### src/rtl/mac_seq_ctrl_if.sv
// Command, operand-stream and result handshake bundle for mac_seq_ctrl.
// The master side is the feeder/writeback logic; the slave side is the controller.
interface mac_seq_ctrl_if #(
    parameter int bw         = 4,
    parameter int psum_bw    = 16,
    parameter int input_size = 4,
    parameter int cnt_bw     = 8
);
    logic                       start;
    logic [cnt_bw-1:0]          len;
    logic                       busy;
    logic                       in_valid;
    logic                       in_ready;
    logic [bw*input_size-1:0]   a_in;
    logic [bw*input_size-1:0]   b_in;
    logic                       out_valid;
    logic                       out_ready;
    logic [psum_bw-1:0]         out_psum;

    modport master (
        output start, len, in_valid, a_in, b_in, out_ready,
        input  busy, in_ready, out_valid, out_psum
    );

    modport slave (
        input  start, len, in_valid, a_in, b_in, out_ready,
        output busy, in_ready, out_valid, out_psum
    );
endinterface

### src/rtl/mac_seq_ctrl.sv
// Sequencer that accumulates len beats of a 4-lane MAC (unsigned a x signed b)
// into a wrapping psum register and hands the result out on a valid/ready port.
module mac_seq_ctrl #(
    parameter int bw         = 4,
    parameter int psum_bw    = 16,
    parameter int input_size = 4,
    parameter int cnt_bw     = 8
) (
    input  logic             clk,
    input  logic             reset,
    mac_seq_ctrl_if.slave    bus
);
    typedef enum logic [1:0] {
        IDLE = 2'd0,
        ACC  = 2'd1,
        DONE = 2'd2
    } state_t;

    state_t              state_q, state_d;
    logic [psum_bw-1:0]  acc_q, acc_d;
    logic [cnt_bw-1:0]   cnt_q, cnt_d;
    logic [cnt_bw-1:0]   len_q, len_d;

    logic signed [bw:0]      a_ext [input_size];
    logic signed [bw-1:0]    b_s   [input_size];
    logic signed [2*bw:0]    prod  [input_size];
    logic [psum_bw-1:0]      lane  [input_size];
    logic [psum_bw-1:0]      dot;
    logic [psum_bw-1:0]      mac_out;

    // Activations are zero-extended so a full-scale unsigned value stays positive.
    always_comb begin
        for (int unsigned i = 0; i < input_size; i++) begin
            a_ext[i] = signed'({1'b0, bus.a_in[i*bw +: bw]});
            b_s[i]   = signed'(bus.b_in[i*bw +: bw]);
            prod[i]  = (2*bw+1)'(a_ext[i]) * (2*bw+1)'(b_s[i]);
            lane[i]  = psum_bw'(prod[i]);
        end
    end

    // Pairwise adder tree: (lane0+lane1) + (lane2+lane3); all sums wrap mod 2^psum_bw.
    always_comb begin
        dot = '0;
        for (int unsigned k = 0; k < input_size / 2; k++) begin
            dot = dot + (lane[2*k] + lane[2*k+1]);
        end
        if ((input_size % 2) != 0) begin
            dot = dot + lane[input_size-1];
        end
        mac_out = acc_q + dot;
    end

    always_ff @(posedge clk) begin
        if (reset) begin
            state_q <= IDLE;
            acc_q   <= '0;
            cnt_q   <= '0;
            len_q   <= '0;
        end else begin
            state_q <= state_d;
            acc_q   <= acc_d;
            cnt_q   <= cnt_d;
            len_q   <= len_d;
        end
    end

    always_comb begin
        state_d = state_q;
        acc_d   = acc_q;
        cnt_d   = cnt_q;
        len_d   = len_q;
        case (state_q)
            IDLE: begin
                if (bus.start) begin
                    acc_d   = '0;
                    cnt_d   = '0;
                    len_d   = bus.len;
                    state_d = (bus.len != '0) ? ACC : DONE;
                end
            end
            ACC: begin
                if (bus.in_valid) begin
                    acc_d = mac_out;
                    // Counter saturates at len_q-1 on the final beat instead of wrapping.
                    if (cnt_q == len_q - cnt_bw'(1)) begin
                        state_d = DONE;
                    end else begin
                        cnt_d = cnt_q + cnt_bw'(1);
                    end
                end
            end
            DONE: begin
                if (bus.out_ready) begin
                    state_d = IDLE;
                end
            end
            default: begin
                state_d = IDLE;
            end
        endcase
    end

    assign bus.busy      = (state_q != IDLE);
    assign bus.in_ready  = (state_q == ACC);
    assign bus.out_valid = (state_q == DONE);
    assign bus.out_psum  = acc_q;
endmodule

### src/flat_wrapper.sv
// flat-port wrapper written by rule: the top's interface ports become plain ports
module mac_seq_ctrl_flat 
#(
    parameter int bw         = 4,
    parameter int psum_bw    = 16,
    parameter int input_size = 4,
    parameter int cnt_bw     = 8
)
  (clk, reset, bus_start, bus_len, bus_in_valid, bus_a_in, bus_b_in, bus_out_ready, bus_busy, bus_in_ready, bus_out_valid, bus_out_psum);
  mac_seq_ctrl_if #(.bw(bw), .psum_bw(psum_bw), .input_size(input_size), .cnt_bw(cnt_bw)) bus_i ();
  input  logic clk;
  input  logic reset;
  input wire logic [$bits(bus_i.start)-1:0] bus_start;
  input wire logic [$bits(bus_i.len)-1:0] bus_len;
  input wire logic [$bits(bus_i.in_valid)-1:0] bus_in_valid;
  input wire logic [$bits(bus_i.a_in)-1:0] bus_a_in;
  input wire logic [$bits(bus_i.b_in)-1:0] bus_b_in;
  input wire logic [$bits(bus_i.out_ready)-1:0] bus_out_ready;
  output wire logic [$bits(bus_i.busy)-1:0] bus_busy;
  output wire logic [$bits(bus_i.in_ready)-1:0] bus_in_ready;
  output wire logic [$bits(bus_i.out_valid)-1:0] bus_out_valid;
  output wire logic [$bits(bus_i.out_psum)-1:0] bus_out_psum;
  assign bus_i.start = bus_start;
  assign bus_i.len = bus_len;
  assign bus_i.in_valid = bus_in_valid;
  assign bus_i.a_in = bus_a_in;
  assign bus_i.b_in = bus_b_in;
  assign bus_i.out_ready = bus_out_ready;
  assign bus_busy = bus_i.busy;
  assign bus_in_ready = bus_i.in_ready;
  assign bus_out_valid = bus_i.out_valid;
  assign bus_out_psum = bus_i.out_psum;
  mac_seq_ctrl #(.bw(bw), .psum_bw(psum_bw), .input_size(input_size), .cnt_bw(cnt_bw)) u_core (.clk(clk), .reset(reset), .bus(bus_i));
endmodule
### config.mk
export PLATFORM = sky130hd
export DESIGN_NAME = mac_seq_ctrl_flat
export DESIGN_NICKNAME = d
export VERILOG_FILES = /design/src/rtl/mac_seq_ctrl_if.sv /design/src/rtl/mac_seq_ctrl.sv /design/src/flat_wrapper.sv
export SDC_FILE = /design/constraint.sdc
export NUM_CORES = 1
export LEC_CHECK = 0
export ABC_AREA = 1
export CORE_UTILIZATION = 35
export DETAILED_ROUTE_END_ITERATION = 6
export PLACE_DENSITY = 0.65
export REMOVE_ABC_BUFFERS = 1
export SYNTH_ARGS = -nofsm -noshare
export SYNTH_HDL_FRONTEND = slang
export SYNTH_SLANG_ARGS = --single-unit
### constraint.sdc
create_clock -name clk -period 9.56 [get_ports clk]
set_input_delay 1.434 -clock clk [delete_from_list [all_inputs] [get_ports clk]]
set_output_delay 1.434 -clock clk [all_outputs]
set_load 0.005 [all_outputs]
Yosys cells after proc, flatten, opt, wreduce, memory -nomap -nowiden:

Index checks and enable logic that the tools add are counted.

* reductions and logical operators: 8
* bitwise logic cells: 0
* shifts and indexed selects: 0
* mux-type cells: 13
* multiply operators: 4
* equal/unequal tests: 8
* divide/modulo/power cells: 0
* order comparisons: 0
* add/subtract/negate cells: 6

Operators by type and width (count)
* 5-bit by 4-bit multiplier with 9-bit output: 4
* 16-bit adder: 2
* 16-bit 2-to-1 mux: 2
* 16-bit case mux with 2 select lines: 1
* 8-bit 2-to-1 mux: 3
* 9-bit by 9-bit adder with 10-bit output: 2
* 8-bit case mux with 2 select lines: 1
* 2-bit 2-to-1 mux: 5
* 8-bit by 1-bit adder with 8-bit output (second input constant): 1
* 8-bit equality test: 1
* 2-bit inequality test (second input constant): 4
* 4-bit AND reduction: 2
* 8-bit nonzero test: 1
* 8-bit by 1-bit subtractor with 8-bit output (second input constant): 1
* 2-bit case mux with 3 select lines: 1
* 2-bit nonzero test: 2
* 3-bit AND reduction: 1
* 2-bit by 1-bit equality test with 1-bit output (second input constant): 1
* 2-bit equality test (second input constant): 1
* 2-bit zero test: 1
* 2-bit by 1-bit inequality test with 1-bit output (second input constant): 1
* 2-bit AND reduction: 1

* bits in read-only memories: 0
* bits of input ports: 45
* bits in latches: 0
* memories: 0
* bits in registers: 34
* output and inout port bits: 19
* bits in writable memories: 0
* word-level logic and storage cells: 43

Depth between registers and ports, before layout:

Gate-level depths: netlist of the first run.

* word-level depth: 6
* mapped depth: 31
* gate-level depth less buffers: 31

Worst setup path before layout of the first run:

No wires, ideal clock.

* kind: input -> register
* from: input port bus_b_in[15]
* to: register u_core.acc_q[14] (netlist: u_core.bus.out_psum[14])
* arrival: 7.081 ns
* setup time: 0.069 ns
* cell stages on the path: 23
* setup slack: 2.410 ns
* cell sequence: inv_1 -> or2_2 -> fa_1 -> fa_1 -> inv_1 -> fa_1 -> fa_1 -> ha_1 -> nand2_1 -> nor3_1 -> nand3_1 -> o2111ai_1 -> xor2_1 -> fa_1 -> ha_1 -> a21oi_1 -> a21boi_0 -> nand3_1 -> nand2_1 -> inv_1 -> o21ai_0 -> nand3_1 -> a21oi_2

* cells in the longest elaborated chain, start to end: 6

RTL lines
* start, declared: RTL line flat_wrapper.sv:17 `input wire logic [$bits(bus_i.b_in)-1:0] bus_b_in;`
* 5-bit by 4-bit multiplier with 9-bit output: RTL line mac_seq_ctrl.sv:36 `prod[i] = (2*bw+1)'(a_ext[i]) * (2*bw+1)'(b_s[i]);`
* 9-bit by 9-bit adder with 10-bit output: RTL line mac_seq_ctrl.sv:45 `dot = dot + (lane[2*k] + lane[2*k+1]);`
* 16-bit adder: RTL line mac_seq_ctrl.sv:45
* 16-bit adder: RTL line mac_seq_ctrl.sv:50 `mac_out = acc_q + dot;`
* 16-bit 2-to-1 mux: RTL line mac_seq_ctrl.sv:82 `if (bus.in_valid) begin`
* 16-bit case mux with 2 select lines: RTL line mac_seq_ctrl.sv:72 `case (state_q)`
* end signal, assigned: RTL line mac_seq_ctrl.sv:56 `acc_q <= '0;`
* end signal, assigned: RTL line mac_seq_ctrl.sv:61 `acc_q <= acc_d;`
* end, declared: RTL line mac_seq_ctrl.sv:20 `logic [psum_bw-1:0] acc_q, acc_d;`

No other way between the ends. The select of a mux whose other input is x is not followed.
A chain may end at the register's enable or synchronous reset.

Worst setup path after layout of the first run:

* from: input port bus_b_in[7]
* to: register u_core.acc_q[14] (netlist: u_core.bus.out_psum[14])

The elaborated chain is that of the path after synthesis.

==> impl_results.md, run 1 <==
* Register bit total from synthesis at 34
* Post-synthesis adder-cell area fraction at 0.361
* RSZ-0062 raised after global routing: no
* Placed cells at 1040
* Final setup violation count at 0
* DRT Pass-1 Iters at 5
* CP max-delay cell: xor2_1
* Core box area at around 15000 sq um
* Final Non-Filler Cells at 1048
* Ys async rst share at 0
* Post-synthesis xor/xnor area fraction at 0.0426
* WL final at between 10000 and 15000 um
* Syn_area_per_cell at 7.20 sq um
* Largest family of logic cells by synthesized area: adder cells
* DRC viols at 0
* Min cycle time layout at ~8.2 ns
* CTS Buf Count at 5
* Clock buffer depth at 2
* Dpl hpwl at around 10000 um
* Worst path cell trace: clkdlybuf4s50_1, inv_1, or2_2, fa_1, fa_1, inv_1, fa_1, fa_1, ha_1, nand2_1, o21ai_0, nand2_1, o2111ai_1, xor2_1, fa_1, ha_1, a21oi_1, a21boi_0, nand3_1, nand2_1, inv_1, o21ai_0, nand3_1, a21oi_2
* Hold Fails Final Rpt at 0
* Fill cells at between 1500 and 2000
* Reg-to-reg startpoint: u_core.bus.out_psum[1]$_SDFFE_PP0P_
* Avg WL per Cell at between 10 and 15 um
* GR Util All Layers at 0.157
* Cell repeated most along the worst path: fa_1
* # rows at 45
* Post-Syn Instances at 770
* Final period util at 0.863
* Share of the synthesized area in the top cell type at 0.209
* Die Wd at between 100 and 150 um
* Worst hold slack at a little under 0.5 ns
* Synthesized area at about 5500 sq um
* DR vias at 4751
* Req. time, crit path at 9.78 ns
* Synth area leaders: fa_1, ha_1, dfxtp_1, inv_1, nand2_1
* Final Util at 0.431
* Storage cell area at roughly 680 sq um
* Setup Buffers After CTS at 0
* Final ANT Viol Nets at 0
* H-tree levels at 2
* Nets@finish at slightly above 1000
* Vias in the first global route at 4478
* Share of cells above drive strength 1 at 0.0681
* Worst-Margin Slew at 0.957 ns
* Antenna Cells at 0
* Clock skew at a little under 0.008 ns
* Area of the multi-input gates at between 4000 and 5000 sq um
* Pin count of the biggest net entering global routing at 26
* Reg2Reg Depth at 12
* Synth cell types at 38
* Number of gates resized after cts at 0
* Clock Pin Slew Worst Setup and Hold Paths at around 0.060 ns
* Gpl congestion at approximately 0.9
* DIE AREA at around 16000 sq um
* Compound-Gate Fraction of Synth Area at 0.116
* Port bufs at 63
* Worst reg2reg endpoint: u_core.bus.out_psum[11]$_SDFFE_PP0P_
* Clock latency at the later pin of the worst-skew pair at 0.28 ns
* Crit path from: bus_b_in[7]
* Commonest cells after routing, fill and taps aside: inv_1, nand2_1, ha_1, clkdlybuf4s50_1, fa_1
* CP Max Fanout at 9
* Post-synthesis mux area share at 0
* R2R Setup Slk at 6.88 ns
* Post-synth top area cell: fa_1
* Hold Buf Count CTS at 0
* Initial Utilization at 0.362
* Slew Limit Fails at 0
* Setup TNS at 0 ns
* Slew HR at 0.360
* CTS root buf: clkbuf_16
* FMAX at about 120 MHz
* Initial drt markers at 257
* I/O pin count at 64
* Die Ht at approximately 130 um
* Most common cell after layout, fill and taps aside: inv_1
* Crit Path Category: in -> reg
* CTS tree: yes
* Crit path arrival time at about 8.5 ns
* Top_reg_cell synth: dfxtp_1
* Via-to-Cell Ratio at 4.53
* Post-Synth Simple-Gate Area at 0.232
* Syn-to-layout area delta at 19.1%
* CP max stage delay at between 0.7 and 0.8 ns
* CP startpoint kind: input pin
* Register area share after synthesis at 0.123
* Status: complete, no violations
* CP Capture Type: register
* Total grt overflow at 0
* Synth warnings at 0
* Number of synthesized flops with an enable pin at 0
* CTS sink cnt at 34
* Setup crit end: u_core.bus.out_psum[14]$_SDFFE_PP0P_
* First-pass GRT wire length at 21100 um
* Hold Path Class: reg -> reg
* Number of antenna violations at the first check in global routing at 0
* Maximum Capacitance Violations at 0
[critical path, delay by kind of cell]
| kind | cells | cell delay [ns] |
|---|---|---|
| and+or+nand+nor | 6 | 0.90 |
| adders and majority gates | 7 | 3.33 |
| xor gates and xnor gates | 1 | 0.78 |
| AOI/OAI and AO/OA | 6 | 0.94 |
| buffers and inverters | 4 | 1.06 |
[routing by layer]
metal	track usage	part of all wire
met3	0.0179	0.030
met1	0.237	0.53
met2	0.242	0.43
met5	0	0
met4	0.0256	0.0076
[registers in the layout, indices dropped and copies added, names as in the netlist]
| register | count |
|---|---|
| u_core.bus.out_psum | 16 |
| u_core.cnt_q | 8 |
| u_core.len_q | 8 |
| u_core.state_q | 2 |
[worst min path at each step]
stage | slack (ns) | endpoint | startpoint | cells after the start
final | 0.49 | u_core.bus.out_psum[5]$_SDFFE_PP0P_ | u_core.bus.out_psum[5]$_SDFFE_PP0P_ | 2
after global routing | 0.50 | u_core.cnt_q[7]$_SDFFE_PP0P_ | u_core.cnt_q[7]$_SDFFE_PP0P_ | 2
after CTS | 0.49 | u_core.bus.out_psum[5]$_SDFFE_PP0P_ | u_core.bus.out_psum[5]$_SDFFE_PP0P_ | 2
after detailed placement | 0.48 | u_core.bus.out_psum[5]$_SDFFE_PP0P_ | u_core.bus.out_psum[5]$_SDFFE_PP0P_ | 2
after global placement | 0.47 | u_core.bus.out_psum[7]$_SDFFE_PP0P_ | u_core.bus.out_psum[7]$_SDFFE_PP0P_ | 2
after floorplan | 0.45 | u_core.cnt_q[7]$_SDFFE_PP0P_ | u_core.cnt_q[7]$_SDFFE_PP0P_ | 2
[area by class of cell]
class,count,share of cell area
repair buffers,65,0.0977
flip-flops and latches,34,0.103
clock buffers,5,0.0189
multi-input cells,556,0.630
clock inverters,3,0.0104
well taps,211,0.0400
inverters,174,0.0996
[Yosys cell counts, drive strengths merged (3+ instances only)]
cell and number:
buf 3, dfxtp 34, o21ai 38, inv 173
nor2 62, xnor2 11, nand2 168, clkbuf 3
fa 58, ha 67, o31ai 3, xor2 16
nand3b 5, nor3 4, a21oi 63, or2 11
nand3 36
[through the flow]
stage               setup slack (ns)  cell area, sq um
finish                          1.31              6610
global route                   0.886              6610
CTS                             1.38              6610
detailed placement              1.12              6410
global placement                1.23              6410
floorplan                       2.41              5500
[cells by family after synthesis]
group,count (synthesis)
AOI/OAI and AO/OA,113
adders and majority gates,125
xor gates and xnor gates,27
DFF,34
and+or+nand+nor,291
buffers and inverters,180
Power of run 1 is not shown: default switching activity piles up to over one toggle a cycle in this logic, so the estimate is an artifact.
==> run 2, diff against run 1 <==
--- a/config.mk
+++ b/config.mk
@@ -10,6 +10,7 @@
 export DETAILED_ROUTE_END_ITERATION = 6
 export PLACE_DENSITY = 0.65
 export REMOVE_ABC_BUFFERS = 1
+export SKIP_CTS_REPAIR_TIMING = 1
 export SYNTH_ARGS = -nofsm -noshare
 export SYNTH_HDL_FRONTEND = slang
 export SYNTH_SLANG_ARGS = --single-unit
==> results of run 2 <==
The final DEF is identical to that of run 1; final timing and power are the same.
Power of run 2 is left out for the same reason.
==> run 3, diff against run 2 <==
--- a/config.mk
+++ b/config.mk
@@ -6,6 +6,7 @@
 export NUM_CORES = 1
 export LEC_CHECK = 0
 export ABC_AREA = 1
+export ABC_CLOCK_PERIOD_IN_PS = 9560
 export CORE_UTILIZATION = 35
 export DETAILED_ROUTE_END_ITERATION = 6
 export PLACE_DENSITY = 0.65
==> results of run 3 <==
The final DEF is identical to that of run 1; final timing and power are the same.
Power of run 3 is left out for the same reason.
